## src/rtl/fifo_pkg.sv

```systemverilog
// Shared types and pointer-coding helpers for the FIFO write side.
// Helpers work on 32-bit words; callers zero-extend narrower pointers and truncate the result.
package fifo_pkg;

  localparam int D_SIZE_DEF    = 8;
  localparam int A_SIZE_DEF    = 8;
  localparam int MAX_BURST_DEF = 4;

  typedef logic [31:0] ptr_word_t;

  typedef enum logic [1:0] {
    ST_IDLE = 2'd0,
    ST_OWN0 = 2'd1,
    ST_OWN1 = 2'd2
  } wr_state_e;

  function automatic ptr_word_t bin2gray(input ptr_word_t b);
    return b ^ (b >> 1);
  endfunction

  function automatic ptr_word_t gray2bin(input ptr_word_t g);
    ptr_word_t b;
    b[31] = g[31];
    for (int i = 30; i >= 0; i--) begin
      b[i] = b[i+1] ^ g[i];
    end
    return b;
  endfunction

endpackage

```

## src/rtl/fifo_wr_arbiter.sv

```systemverilog
// Write side of an async FIFO shared by two producers: burst arbiter, pointers, flags.
// state | meaning
// IDLE  | no owner; arbitrate, no grants
// OWN0  | producer 0 owns the write port
// OWN1  | producer 1 owns the write port
module fifo_wr_arbiter
  import fifo_pkg::*;
#(
  parameter int D_Size    = D_SIZE_DEF,
  parameter int A_Size    = A_SIZE_DEF,
  parameter int MAX_BURST = MAX_BURST_DEF
) (
  input  logic              w_clk,
  input  logic              w_rst,
  input  logic              req0,
  input  logic              req1,
  input  logic [D_Size-1:0] wdata0,
  input  logic [D_Size-1:0] wdata1,
  input  logic [A_Size:0]   wq2_rptr,
  output logic              gnt0,
  output logic              gnt1,
  output logic              w_inc,
  output logic [D_Size-1:0] wdata,
  output logic [A_Size:0]   waddr,
  output logic [A_Size:0]   wptr,
  output logic              wfull,
  output logic              hfull
);

  localparam int PTR_W = A_Size + 1;
  // beat_cnt is 2 bits wide, so MAX_BURST is limited to 1..4
  localparam logic [1:0]       BURST_LAST = 2'(MAX_BURST - 1);
  localparam logic [PTR_W-1:0] HALF_LVL   = PTR_W'(2 ** (A_Size - 1));

  wr_state_e        state_q, state_d;
  logic             last_owner_q, last_owner_d;
  logic [1:0]       beat_cnt_q, beat_cnt_d;
  logic [PTR_W-1:0] bin_q, bin_d;
  logic [PTR_W-1:0] gray_q, gray_d;
  logic             wfull_q, wfull_d;
  logic             hfull_q, hfull_d;

  logic             own_req;
  logic             other_req;
  wr_state_e        other_state;
  logic [PTR_W-1:0] rptr_bin;
  logic [PTR_W-1:0] full_cmp;
  logic [PTR_W-1:0] occupancy;

  always_comb begin
    state_d      = state_q;
    last_owner_d = last_owner_q;
    beat_cnt_d   = beat_cnt_q;
    gnt0         = 1'b0;
    gnt1         = 1'b0;
    own_req      = (state_q == ST_OWN1) ? req1 : req0;
    other_req    = (state_q == ST_OWN1) ? req0 : req1;
    other_state  = (state_q == ST_OWN1) ? ST_OWN0 : ST_OWN1;

    case (state_q)
      ST_OWN0: gnt0 = req0 & ~wfull_q;
      ST_OWN1: gnt1 = req1 & ~wfull_q;
      default: ;
    endcase

    // A full FIFO freezes arbitration and the burst count
    if (!wfull_q) begin
      case (state_q)
        ST_IDLE: begin
          if (req0 && req1) begin
            state_d = last_owner_q ? ST_OWN0 : ST_OWN1;
          end else if (req0) begin
            state_d = ST_OWN0;
          end else if (req1) begin
            state_d = ST_OWN1;
          end
        end
        ST_OWN0, ST_OWN1: begin
          if (!own_req || (beat_cnt_q == BURST_LAST && other_req)) begin
            state_d      = other_req ? other_state : ST_IDLE;
            last_owner_d = (state_q == ST_OWN1);
          end else if (beat_cnt_q == BURST_LAST) begin
            beat_cnt_d = '0;
          end else begin
            beat_cnt_d = beat_cnt_q + 2'd1;
          end
        end
        default: state_d = ST_IDLE;
      endcase
    end

    if (state_d != state_q) begin
      beat_cnt_d = '0;
    end
  end

  assign w_inc = gnt0 | gnt1;
  assign wdata = (state_q == ST_OWN1) ? wdata1 : wdata0;

  always_comb begin
    bin_d     = bin_q + PTR_W'(w_inc);
    gray_d    = PTR_W'(bin2gray(32'(bin_d)));
    rptr_bin  = PTR_W'(gray2bin(32'(wq2_rptr)));
    // Full when the write side is exactly one lap ahead of the read side
    full_cmp  = {~wq2_rptr[A_Size:A_Size-1], wq2_rptr[A_Size-2:0]};
    occupancy = bin_d - rptr_bin;
    wfull_d   = (gray_d == full_cmp);
    hfull_d   = (occupancy >= HALF_LVL);
  end

  always_ff @(posedge w_clk or posedge w_rst) begin
    if (w_rst) begin
      state_q      <= ST_IDLE;
      last_owner_q <= 1'b1;
      beat_cnt_q   <= '0;
      bin_q        <= '0;
      gray_q       <= '0;
      wfull_q      <= 1'b0;
      hfull_q      <= 1'b0;
    end else begin
      state_q      <= state_d;
      last_owner_q <= last_owner_d;
      beat_cnt_q   <= beat_cnt_d;
      bin_q        <= bin_d;
      gray_q       <= gray_d;
      wfull_q      <= wfull_d;
      hfull_q      <= hfull_d;
    end
  end

  assign waddr = bin_q;
  assign wptr  = gray_q;
  assign wfull = wfull_q;
  assign hfull = hfull_q;

endmodule

```

## config.mk

```make
export PLATFORM = sky130hd
export DESIGN_NAME = fifo_wr_arbiter
export DESIGN_NICKNAME = d
export VERILOG_FILES = /design/src/rtl/fifo_pkg.sv /design/src/rtl/fifo_wr_arbiter.sv
export SDC_FILE = /design/constraint.sdc
export NUM_CORES = 1
export LEC_CHECK = 0
export CAP_MARGIN = 25
export CORE_UTILIZATION = 42
export DETAILED_ROUTE_END_ITERATION = 6
export HOLD_SLACK_MARGIN = 0.08
export PLACE_DENSITY = 0.78
export SETUP_SLACK_MARGIN = 0.5
export SLEW_MARGIN = 40
export SYNTH_ARGS = -nofsm -noshare
export SYNTH_HDL_FRONTEND = slang
export SYNTH_SLANG_ARGS = --single-unit
```

## constraint.sdc

```tcl
create_clock -name w_clk -period 3.95 [get_ports w_clk]
set_clock_uncertainty 0.05 [all_clocks]
set_input_delay 0.79 -clock w_clk [delete_from_list [all_inputs] [get_ports w_clk]]
set_output_delay 0.79 -clock w_clk [all_outputs]
set_load 0.005 [all_outputs]
```

# Word-level counts from Yosys, hierarchy flattened
# Index checks and enable logic that the tools add are counted.
[word_totals]
reg_bits = 25
latch_bits = 0
ram_bits = 0
mem_bits_ro = 0
output_inout_bits = 31
elab_cells = 60
mem_count = 0
[op_classes]
add_sub_neg = 3
multipliers = 0
n_div = 0
magnitude_cmp = 1
n_eq_ne = 7
n_shift = 0
n_mux = 19
bitwise = 14
reduce_logical = 9
[op_table]
columns = ["op", "n"]
rows = [
  ["two-way mux 2 bit", 13],
  ["adder 9 x 1 -> 9 bit", 1],
  ["== test 9 bit", 1],
  ["greater-or-equal comparator 9 x 8 -> 1 bit (second input constant)", 1],
  ["subtractor 9 bit", 1],
  ["XOR 9 x 8 -> 9 bit", 1],
  ["two-way mux 8 bit", 1],
  ["XOR 1 bit", 8],
  ["AND reduction 3 bit", 2],
  ["== test 2 bit (second input constant)", 2],
  ["two-way mux 1 bit", 4],
  ["inequality test 2 x 1 -> 1 bit (second input constant)", 2],
  ["case mux 2 bit (2 select lines)", 1],
  ["adder 2 x 1 -> 2 bit (second input constant)", 1],
  ["bitwise AND 1 bit", 2],
  ["== test 2 x 1 -> 1 bit (second input constant)", 1],
  ["logical AND 1 bit", 2],
  ["zero test 2 bit", 1],
  ["inequality test 2 bit", 1],
  ["NOT 2 bit", 1],
  ["nonzero test 2 bit", 1],
  ["OR reduction 2 bit", 1],
  ["zero test 1 bit", 1],
  ["logical OR 1 bit", 1],
  ["other kinds (2)", 2],
]

# Longest topological paths before layout
# Gate-level depths: netlist (run 1).
[depth]
word_depth = 10
ltp_mapped = 18

# Worst setup path before layout (run 1)
# OpenSTA, ideal clock, no wires.
[synth_timing]
path_type = "input port to flip-flop"
start = "in wq2_rptr[6]"
end = "reg hfull_q, in the netlist hfull"
setup_ps = 126
arrival_ps = 3823
slack_ps = -50
path_stages = 15
n_path_buf = 0
path_cell_list = "xor3_2 > xor3_2 > xnor2_4 > xor2_2 > xor2_2 > xnor2_1 > ha_1 > inv_1 > fa_1 > a21o_2 > a21oi_1 > maj3_2 > o21ai_2 > xnor2_1 > a311o_1"
[synth_via]
elab_chain_len = 9
[synth_rtl]
columns = ["item", "line", "source"]
rows = [
  ["start, declared", "fifo_wr_arbiter.sv:19", "input logic [A_Size:0] wq2_rptr,"],
  ["XOR 1 bit (*)", "fifo_pkg.sv:25", "b[i] = b[i+1] ^ g[i];"],
  ["XOR 1 bit (6 in a row)", "fifo_pkg.sv:25", ""],
  ["subtractor 9 bit (*)", "fifo_wr_arbiter.sv:106", "occupancy = bin_d - rptr_bin;"],
  ["greater-or-equal comparator 9 x 8 -> 1 bit (*)", "fifo_wr_arbiter.sv:108", "hfull_d = (occupancy >= HALF_LVL);"],
  ["via hfull_d", "fifo_wr_arbiter.sv:41", "logic hfull_q, hfull_d;"],
  ["end signal, assigned", "fifo_wr_arbiter.sv:127", "hfull_q <= hfull_d;"],
  ["end, declared", "fifo_wr_arbiter.sv:41", ""],
]
# Mark *: on every way through the listed nets, which the timed path passes. The rest lies on a longest branch.
# A chain may end at the register's enable or synchronous reset.

# Worst setup path in the final report (run 1)
# Ends and elaborated chain as after synthesis.

==> metrics.md, run 1 <==
| Metric | Value |
|---|---|
| Status | `complete, but fails checks` |
| Failing checks | `design-rule violations` |
| DIE HEIGHT | `just under 70 um` |
| ANT cells | `0` |
| Synthesized Nets | `about 230` |
| Crit end category | `register` |
| Routed WL | `~4300 um` |
| Seq/Total Area, Yosys | `roughly a third` |
| Layout cell share with drive strength beyond 1 | `between 20% and 30%` |
| Setup Crit Path Kind | `in2reg` |
| GR Util met1 | `~22%` |
| Design area | `approximately 2900 um^2` |
| CP cell instances | `buf_6 -> xor3_2 -> xor3_2 -> xnor2_4 -> xor2_2 -> xor2_2 -> xnor2_1 -> ha_2 -> inv_2 -> fa_2 -> a21o_2 -> a21oi_2 -> maj3_2 -> o21ai_2 -> xnor2_1 -> a311o_1` |
| Most frequent cells in the layout | `clkdlybuf4s50_1 (54), buf_4 (30), dfrtp_1 (23)` |
| Most common cell after layout, fill and taps aside | `clkdlybuf4s50_1` |
| Core Box Area | `about 4400 um^2` |
| Post-synthesis cell type count | `42` |
| Final hold viol count | `0` |
| Peak supply drop | `around 0.33 mV` |
| Internal power | `between 1 and 1.5 mW` |
| #FFs+latches synth | `24` |
| Total power | `roughly 1.7 mW` |
| Routed len/inst | `~13 um` |
| Number of synthesized flops with an enable pin | `0` |
| Syn_area_per_cell | `~10 um^2` |
| Worst Hold Slack | `approximately 0.5 ns` |
| # rows | `24` |
| Crit path from | `wq2_rptr[6]` |
| Post-DP HPWL | `3360 um` |
| HP Class | `reg2reg` |
| Placed insts | `318` |
| Depth of the CTS H-tree | `1` |
| Switching power | `around 0.64 mW` |
| Worst setup margin | `roughly 0.12 ns` |
| Root Buffer | `clkbuf_8` |
| Routed via count | `around 1,700` |
| Largest net degree at the start of global routing | `25` |
| Worst-margin pin slew | `0.492 ns` |
| Starting DRT DRC Count | `44` |
| Clk slew on worst S/H paths | `roughly 0.09 ns` |
| First-pass GRT wire length | `a little over 7000 um` |
| Max Cap Viol | `0` |
| Initial core utilization | `between 40% and 50%` |
| Final nets | `approximately 320` |
| I/O pin total | `60` |
| CP max-delay cell | `xor3_2` |
| Share of power burned in registers | `between 20% and 30%` |
| Fillers | `349` |
| Hold_buf cts | `0` |
| CTS Buf Count | `3` |
| Crit path DAT | `between 3 and 4 ns` |
| Leakage | `~1.3 nW` |
| Critical Path RT | `between 4 and 5 ns` |
| Routability cong. | `~0.80` |
| DR pass1 iterations | `6` |
| Main flop type after synthesis | `dfrtp_1` |
| Hold path start | `beat_cnt_q[0]` |
| GRT overflow | `0` |
| DIE WIDTH | `between 60 and 70 um` |
| Worst setup SP type | `input pin` |
| Vias in the first global route | `~1,600` |
| Delay of the slowest cell on the worst path | `slightly below 0.4 ns` |
| Post-synthesis async set-or-reset flop share | `between 90% and 100%` |
| Fin crit share | `slightly below 100%` |
| Latest clock arrival within the worst-skew pair | `about 0.27 ns` |
| Relative slew margins | `approximately two thirds` |
| Sink Count | `24` |
| Sw frac | `36.8%` |
| YS warnings | `0` |
| Clk buf depth | `2` |
| Final core utilization | `65.8%` |
| Critical-path maximum fanout | `2` |
| Setup tns final | `0 ns` |
| P per Cell Area | `603 nW/um^2` |
| TritonCTS clock tree | `built` |
| Routed vias/inst | `roughly 5.1` |
| Max-slew violation count | `0` |
| Final ANT Viol Nets | `0` |
| RSZ-0062 raised after global routing | `yes` |
| Initial antenna violation count | `0` |
| GRT Total Usage | `between 10% and 20%` |
| Residual DRC | `2` |
| Reg-to-Reg Start | `state_q[0]` |
| Area post-placement | `2700 um^2` |
| Final setup vio count | `0` |
| CP delay by family, top | `XOR/XNOR gates` |
| Met2 Use GR | `between 30% and 40%` |
| M3 GR Usage | `around 1.9%` |
| Area growth syn-to-layout | `51.3%` |
| Fmax achieved | `between 200 and 300 MHz` |
| Critical path buffer and inverter count | `2` |
| Final Critical Period | `between 3 and 4 ns` |
| Syn Inst Count | `~190` |
| Port buffer count | `just under 60` |
| GRT busiest layer | `met2` |
| Post-Place Worst Slack | `-0.640 ns` |
| Non-Filler Instances | `between 300 and 400` |
| Die ar. | `around 4800 um^2` |
| Comb pwr share | `between 60% and 70%` |
| Netlist Area Pre-Place | `around 1900 um^2` |
| Clk pwr share | `~12%` |
-- layer usage --
metal	vias up	share of wire, %
met2	45	53
met3	4	3.9
met1	797	42
met4	0	0.84
met5	-	0
li1	825	-
-- power by group through the flow --
stage	logic (mW)	registers (mW)	clock network (mW)
finish	1.10	0.416	0.214
floorplan	0.638	0.387	0
CTS	1.08	0.410	0.217
global placement	0.997	0.412	0
detailed placement	1.03	0.414	0
global route	1.22	0.428	0.227
-- state kept, by name, indices dropped and copies added, names as in the netlist --
signal and flops:
beat_cnt_q 2, hfull 1, last_owner_q 1, state_q 2
waddr 9, wfull 1, wptr 8
-- repair_timing --
item | 4_1_cts | 5_1_grt
endpoints found under the setup margin | 2 | 2
setup buffers | 4 | 2
pin swaps | 14 | 15
resized for setup | 18 | 8
-- final timing paths --
path / end / slack (ns) / depth (start not counted)
min in group asynchronous: waddr[6] / 0.81 / 2
hold reg to reg: beat_cnt_q[0] / 0.51 / 2
hold / removal: beat_cnt_q[0] / 0.51 / 2
max in group asynchronous: last_owner_q / 2.68 / 2
setup / recovery: hfull / 0.12 / 16
setup reg to reg: hfull / 0.46 / 17
-- tightest hold or removal path, delay by kind of cell, from the launching register on --
family | cells | cell delay (ns)
compound gates | 1 | 0.06
flops | 1 | 0.40
simple gates | 1 | 0.06
-- cells in the mapped netlist (all sizes together), types with 5 or more instances --
library cell | instances | area [um^2]
dfrtp | 23 | 576
nand3 | 9 | 45.0
xnor2 | 14 | 141
nor2 | 11 | 41.3
a21oi | 11 | 55.1
o21ai | 6 | 33.8
xor2 | 20 | 198
nand2 | 11 | 41.3
mux2 | 13 | 146
ha | 14 | 175
nor2b | 5 | 31.3
inv | 13 | 48.8
clkbuf | 5 | 18.8
-- cells by family (layout without fill, tap and decap cells) --
logic type,count (synthesis),count (layout),synth area share (%)
muxes,16,16,9.31
xor gates and xnor gates,37,37,21.7
adders and majority gates,16,16,10.9
DFF,24,24,31.8
buffers and inverters,19,106,3.96
and+or+nand+nor,47,47,12.2
AOI/OAI and AO/OA,30,30,10.2
-- area by class of cell --
cell class              instances  area [um^2]  share of cell area (%)
multi-input cells             146         1260                    43.9
repair buffers                 89          821                    28.6
flip-flops and latches         24          602                    21.0
well taps                      52         65.1                    2.27
inverters                      13         48.8                    1.70
clock buffers                   3         41.3                    1.44
clock inverters                 1         30.0                    1.05
Note: power is estimated with default switching activity, not from simulation.
==> inputs of run 2 (changes only) <==
- SLEW_MARGIN: 40 -> unset
==> metrics.md, run 2 (same netlist as run 1, synthesis figures left out) <==
| Metric | Value |
|---|---|
| Hold path start | `beat_cnt_q[0] (unchanged)` |
| Total power | `1.73 mW (about the same)` |
| Peak supply drop | `0.329 mV (about the same)` |
| Routed WL | `4270 um (unchanged)` |
| Hold Path End | `beat_cnt_q[0] (unchanged)` |
| DIE HEIGHT | `69.2 um (unchanged)` |
| Initial core utilization | `43.5% (unchanged)` |
| Post-DP HPWL | `3360 um (about the same)` |
| Max Cap Viol | `0 (unchanged)` |
| CP delay by family, top | `XOR/XNOR gates (unchanged)` |
| HP Class | `reg2reg (unchanged)` |
| Max-slew violation count | `0 (unchanged)` |
| Critical Path RT | `4.05 ns (about the same)` |
| # rows | `24 (unchanged)` |
| GRT Total Usage | `18.0% (unchanged)` |
| Worst setup SP type | `input pin (unchanged)` |
| Starting DRT DRC Count | `44 (unchanged)` |
| Layout cell share with drive strength beyond 1 | `25.4% (was 25.7%)` |
| Routability cong. | `0.802 (unchanged)` |
| Area growth syn-to-layout | `51.3% (unchanged)` |
| Worst Reg-to-Reg Cells | `17 (unchanged)` |
| Worst-margin pin slew | `0.890 ns (was 0.492 ns)` |
| Design area | `2870 um^2 (unchanged)` |
| Max FFs per register | `9 (unchanged)` |
| Die ar. | `4780 um^2 (unchanged)` |
| Delay of the slowest cell on the worst path | `0.39 ns (about the same)` |
| Vias in the first global route | `1,630 (unchanged)` |
| Critical R2R Capture | `hfull (unchanged)` |
| Sink Count | `24 (unchanged)` |
| Final Critical Period | `3.83 ns (about the same)` |
| Latest clock arrival within the worst-skew pair | `0.27 ns (about the same)` |
| Routed vias/inst | `5.09 (unchanged)` |
| Root Buffer | `clkbuf_8 (unchanged)` |
| Most common cell after layout, fill and taps aside | `clkdlybuf4s50_1 (unchanged)` |
| Initial antenna violation count | `0 (unchanged)` |
| First-pass GRT wire length | `7130 um (unchanged)` |
| Critical-path maximum fanout | `2 (unchanged)` |
| Routed via count | `1,671 (unchanged)` |
| Port buffer count | `59 (unchanged)` |
| Core Box Area | `4350 um^2 (unchanged)` |
| Fmax achieved | `261 MHz (about the same)` |
| Residual DRC | `2 (unchanged)` |
| Leakage | `1.32 nW (about the same)` |
| Routed len/inst | `13.0 um (unchanged)` |
| Largest net degree at the start of global routing | `25 (unchanged)` |
| Clk buf depth | `2 (unchanged)` |
| Final ANT Viol Nets | `0 (unchanged)` |
| Final hold viol count | `0 (unchanged)` |
| I/O pin total | `60 (unchanged)` |
| Worst Hold Path Cells | `2 (unchanged)` |
| CP max-delay cell | `xor3_2 (unchanged)` |
| Relative slew margins | `40.6% (was 67.2%)` |
| Reg-to-reg slack, setup | `0.46 ns (about the same)` |
| Crit end category | `register (unchanged)` |
| Fin crit share | `97.0% (about the same)` |
| TritonCTS clock tree | `built (unchanged)` |
| DIE WIDTH | `69.2 um (unchanged)` |
| DR pass1 iterations | `6 (unchanged)` |
| Most frequent cells in the layout | `clkdlybuf4s50_1 (54), buf_4 (30), dfrtp_1 (23) (unchanged)` |
| Crit path DAT | `3.94 ns (about the same)` |
| Setup Crit Path Kind | `in2reg (unchanged)` |
| Reg-to-Reg Start | `state_q[0] (unchanged)` |
| Area post-placement | `2700 um^2 (unchanged)` |
| Final setup vio count | `0 (unchanged)` |
| Failing checks | `design-rule violations (unchanged)` |
| Clk slew on worst S/H paths | `0.09 ns (about the same)` |
| CTS Buf Count | `3 (unchanged)` |
| Depth of the CTS H-tree | `1 (unchanged)` |
| GRT overflow | `0 (unchanged)` |
| RSZ-0062 raised after global routing | `yes (unchanged)` |
| P per Cell Area | `603 nW/um^2 (about the same)` |
| Status | `complete, but fails checks (unchanged)` |
| CP cell instances | `buf_6 -> xor3_2 -> xor3_2 -> xnor2_4 -> xor2_2 -> xor2_2 -> xnor2_1 -> ha_2 -> inv_2 -> fa_2 -> a21o_2 -> a21oi_2 -> maj3_2 -> o21ai_2 -> xnor2_1 -> a311o_1 (unchanged)` |
| ANT cells | `0 (unchanged)` |
| Critical path buffer and inverter count | `2 (unchanged)` |
| Final nets | `321 (unchanged)` |
==> run 2: cell types whose count changed in the layout (fill, tap and decap cells not counted) <==
cell | previous run | this run
inv_2 | 2 | 1
inv_1 | 11 | 12
==> run 2: layer usage <==
| layer | global-route usage [%] | wire length (um) | vias up | share of wire (%) |
|---|---|---|---|---|
| li1 | - | - | 825 | - |
| met1 | 22.0 | 1810 | 797 | 42 |
| met2 | 33.2 | 2260 | 45 | 53 |
| met3 | 1.90 | 165 | 4 | 3.9 |
| met4 | 4.76 | 36 | 0 | 0.84 |
| met5 | 0 | 0 | - | 0 |
==> run 2: worst max path at each step <==
stage | from | to | slack (ns) | depth (start not counted)
after detailed placement | wq2_rptr[6] | hfull | -0.64 | 16
final | wq2_rptr[6] | hfull | 0.12 | 16
after global placement | wq2_rptr[6] | hfull | -0.53 | 16
after floorplan | wq2_rptr[6] | hfull | -0.05 | 15
after CTS | wq2_rptr[8] | hfull | -0.07 | 16
after global routing | wq2_rptr[6] | hfull | -0.04 | 16
==> run 2: timing repair <==
| item | CTS | global route |
|---|---|---|
| pin swaps | 14 | 15 |
| resized for setup | 18 | 8 |
| setup endpoints to repair | 2 | 2 |
| buffers inserted | 4 | 2 |
| hold buffers | 0 | 0 |
==> run 2: layout make-up <==
class / count / area [um^2]
Clock buffer: 3 / 41.3
Clock inverter: 1 / 30.0
Fill cell: 349 / 1490
Inverter: 13 / 48.8
Multi-Input combinational cell: 146 / 1260
Sequential cell: 24 / 602
Tap cell: 52 / 65.1
Timing Repair Buffer: 89 / 821
==> run 2: worst register-to-register path, delay by kind of cell, from the launching register on <==
family	cells	cell delay [ns]
adders and majority gates	4	0.95
and+or+nand+nor	6	0.78
AOI/OAI and AO/OA	3	0.56
DFF	1	0.49
xor gates and xnor gates	2	0.32
buffers and inverters	2	0.22
==> run 2: power breakdown <==
part	switching (mW)	internal (mW)
sequential	0.0878	0.328
clock	0.0780	0.136
combinational	0.470	0.629
total	0.635	1.09
==> run 2: per-stage QoR <==
step           setup WS (ns)  setup TNS, ns  instances  hold WS (ns)  util [%]
2_1_floorplan        -0.0496        -0.0496        189         0.470         -
3_3_place_gp          -0.535         -0.535        318         0.485      62.1
3_5_place_dp          -0.640         -0.640        318         0.501      62.1
4_1_cts              -0.0713        -0.0713        326         0.517      64.8
5_1_grt              -0.0395        -0.0395        328         0.555      65.8
6_report               0.117              0        328         0.512      65.8
==> inputs of run 3 (changes only) <==
- SKIP_CTS_REPAIR_TIMING: unset -> 1
- SKIP_LAST_GASP: unset -> 1
- clock period: 3.95 -> 3.32 ns (I/O delays scaled with it)
==> metrics.md, run 3 (same netlist as run 1, synthesis figures left out) <==
| Metric | Value |
|---|---|
| Initial antenna violation count | `0 (unchanged)` |
| CP delay by family, top | `XOR/XNOR gates (unchanged)` |
| Post-Place Worst Slack | `-1.15 ns (was -0.640 ns)` |
| Delay of the slowest cell on the worst path | `0.46 ns (was 0.39 ns)` |
| GRT overflow | `0 (unchanged)` |
| P per Cell Area | `713 nW/um^2 (was 603 nW/um^2)` |
| Initial core utilization | `43.5% (unchanged)` |
| Max FFs per register | `9 (unchanged)` |
| TritonCTS clock tree | `built (unchanged)` |
| GRT Total Usage | `18.7% (was 18.0%)` |
| Routed vias/inst | `4.96 (was 5.09)` |
| Starting DRT DRC Count | `81 (was 44)` |
| DR pass1 iterations | `7 (was 6)` |
| Most common cell after layout, fill and taps aside | `clkdlybuf4s50_1 (unchanged)` |
| Worst setup margin | `-0.559 ns (was 0.117 ns)` |
| Routed len/inst | `12.8 um (was 13.0 um)` |
| Non-Filler Instances | `339 (was 328)` |
| Hold path start | `beat_cnt_q[0] (unchanged)` |
| CTS Buf Count | `3 (unchanged)` |
| Critical R2R Capture | `hfull (unchanged)` |
| Failing checks | `design-rule violations, negative setup slack (was design-rule violations)` |
| Critical-path maximum fanout | `2 (unchanged)` |
| Design area | `3010 um^2 (was 2870 um^2)` |
| Area post-placement | `2890 um^2 (was 2700 um^2)` |
| Routed WL | `4330 um (was 4270 um)` |
| Status | `complete, but fails checks (unchanged)` |
| Sink Count | `24 (unchanged)` |
| Leakage | `1.39 nW (was 1.32 nW)` |
| First-pass GRT wire length | `7290 um (was 7130 um)` |
| Clk slew on worst S/H paths | `0.09 ns (about the same)` |
| Total power | `2.15 mW (was 1.73 mW)` |
| Critical path buffer and inverter count | `2 (unchanged)` |
| # rows | `24 (unchanged)` |
| Area growth syn-to-layout | `58.9% (was 51.3%)` |
| Worst-margin pin slew | `0.437 ns (was 0.890 ns)` |
| Placed insts | `334 (was 318)` |
| Crit end category | `register (unchanged)` |
| Worst setup SP type | `input pin (unchanged)` |
| Post-DP HPWL | `3460 um (was 3360 um)` |
| Reg-to-reg slack, setup | `0.14 ns (was 0.46 ns)` |
| DIE WIDTH | `69.2 um (unchanged)` |
| Final nets | `332 (was 321)` |
| Root Buffer | `clkbuf_8 (unchanged)` |
| Hold Path End | `beat_cnt_q[0] (unchanged)` |
| Crit path DAT | `3.98 ns (was 3.94 ns)` |
| Peak supply drop | `0.407 mV (was 0.329 mV)` |
| CP cell instances | `buf_6 -> xor3_2 -> xor3_2 -> xnor2_4 -> xor2_2 -> xor2_2 -> xnor2_1 -> ha_2 -> inv_2 -> fa_2 -> a21o_2 -> a21oi_2 -> maj3_2 -> o21ai_2 -> xnor2_1 -> a311o_1 (unchanged)` |
| Die ar. | `4780 um^2 (unchanged)` |
| Worst Hold Path Cells | `2 (unchanged)` |
| Most frequent cells in the layout | `clkdlybuf4s50_1 (54), buf_4 (41), dfrtp_1 (22) (was clkdlybuf4s50_1 (54), buf_4 (30), dfrtp_1 (23))` |
| Final ANT Viol Nets | `0 (unchanged)` |
| RSZ-0062 raised after global routing | `yes (unchanged)` |
| Residual DRC | `1 (was 2)` |
| CP max-delay cell | `xor3_2 (unchanged)` |
| Max Cap Viol | `0 (unchanged)` |
| I/O pin total | `60 (unchanged)` |
| DIE HEIGHT | `69.2 um (unchanged)` |
| Routed via count | `1,681 (was 1,671)` |
| Clk buf depth | `2 (unchanged)` |
| Critical Path RT | `3.42 ns (was 4.05 ns)` |
| ANT cells | `0 (unchanged)` |
| Setup Crit Path Kind | `in2reg (unchanged)` |
| Max-slew violation count | `0 (unchanged)` |
| Largest net degree at the start of global routing | `25 (unchanged)` |
| Fmax achieved | `258 MHz` |
| Routability cong. | `0.847 (was 0.802)` |
| Latest clock arrival within the worst-skew pair | `0.26 ns (was 0.27 ns)` |
| Final Critical Period | `between 3 and 4 ns` |
| Worst Reg-to-Reg Cells | `16 (was 17)` |
| Fin crit share | `117%` |
| Reg-to-Reg Start | `state_q[1] (was state_q[0])` |
| Layout cell share with drive strength beyond 1 | `31.4% (was 25.4%)` |
| Port buffer count | `59 (unchanged)` |
| Final setup vio count | `1 (was 0)` |
| Fillers | `344 (was 349)` |
| Depth of the CTS H-tree | `1 (unchanged)` |
| HP Class | `reg2reg (unchanged)` |
| Final hold viol count | `0 (unchanged)` |
| Relative slew margins | `70.9% (was 40.6%)` |
| Core Box Area | `4350 um^2 (unchanged)` |
| WP depth | `16 (unchanged)` |
| Vias in the first global route | `1,691 (was 1,630)` |
==> run 3: cell types whose count changed in the layout (fill, tap and decap cells not counted), sizes merged <==
| cell | change |
|---|---|
| dlymetal6s2s | +2 |
| clkinvlp | +1 |
| inv | -1 |
| dlygate4sd2 | -1 |
| buf | +9 |
| clkbuf | +1 |
==> run 3: final cells by class <==
cell class              instances  area (um^2)  share of cell area (%)
multi-input cells             146         1320                    43.7
repair buffers                100          902                    30.0
inverters                      13         52.6                    1.75
clock inverters                 1         30.0                   0.998
well taps                      52         65.1                    2.16
flip-flops and latches         24          603                    20.0
clock buffers                   3         41.3                    1.37
==> run 3: layer usage <==
layer | up-vias | routed length [um] | track usage, %
met3 | 2 | 194 | 3.65
met1 | 789 | 1900 | 23.4
met2 | 51 | 2220 | 32.4
li1 | 839 | - | -
met5 | - | 0 | 0
met4 | 0 | 20 | 5.90
==> run 3: where the power goes <==
part / switching [mW] / total, mW / internal [mW] / leakage [nW]
Combinational: 0.591 / 1.40 / 0.810 / 1.05
Clock: 0.0886 / 0.250 / 0.161 / 0.0357
Sequential: 0.104 / 0.495 / 0.391 / 0.306
Total: 0.784 / 2.15 / 1.36 / 1.39
==> run 3: per-stage QoR <==
stage	setup TNS, ns	hold slack [ns]	utilization, %
floorplan	-0.553	0.470	-
global placement	-1.32	0.493	66.3
detailed placement	-1.47	0.506	66.3
CTS	-0.915	0.517	67.9
global route	-0.652	0.549	69.1
finish	-0.559	0.513	69.1
==> run 3: how the worst max path moves through the flow <==
stage | slack, ns | to | startpoint
after floorplan | -0.55 | hfull | wq2_rptr[6]
after global placement | -1.04 | hfull | wq2_rptr[6]
after detailed placement | -1.15 | hfull | wq2_rptr[6]
after CTS | -0.85 | hfull | wq2_rptr[6]
after global routing | -0.65 | hfull | wq2_rptr[8]
final | -0.56 | hfull | wq2_rptr[8]
==> run 3: worst reg2reg max path, stage by stage, from the launching register on <==
cell     delay [ns]
dfrtp_1        0.40
inv_2          0.07
ha_1           0.17
nor3b_2        0.15
or2_4          0.27
ha_4           0.17
ha_4           0.18
nand2_1        0.10
xor2_2         0.17
inv_1          0.09
ha_1           0.31
a21oi_1        0.20
nor2b_1        0.07
nor2_1         0.14
o21ai_2        0.08
xnor2_1        0.12
a311o_1        0.33
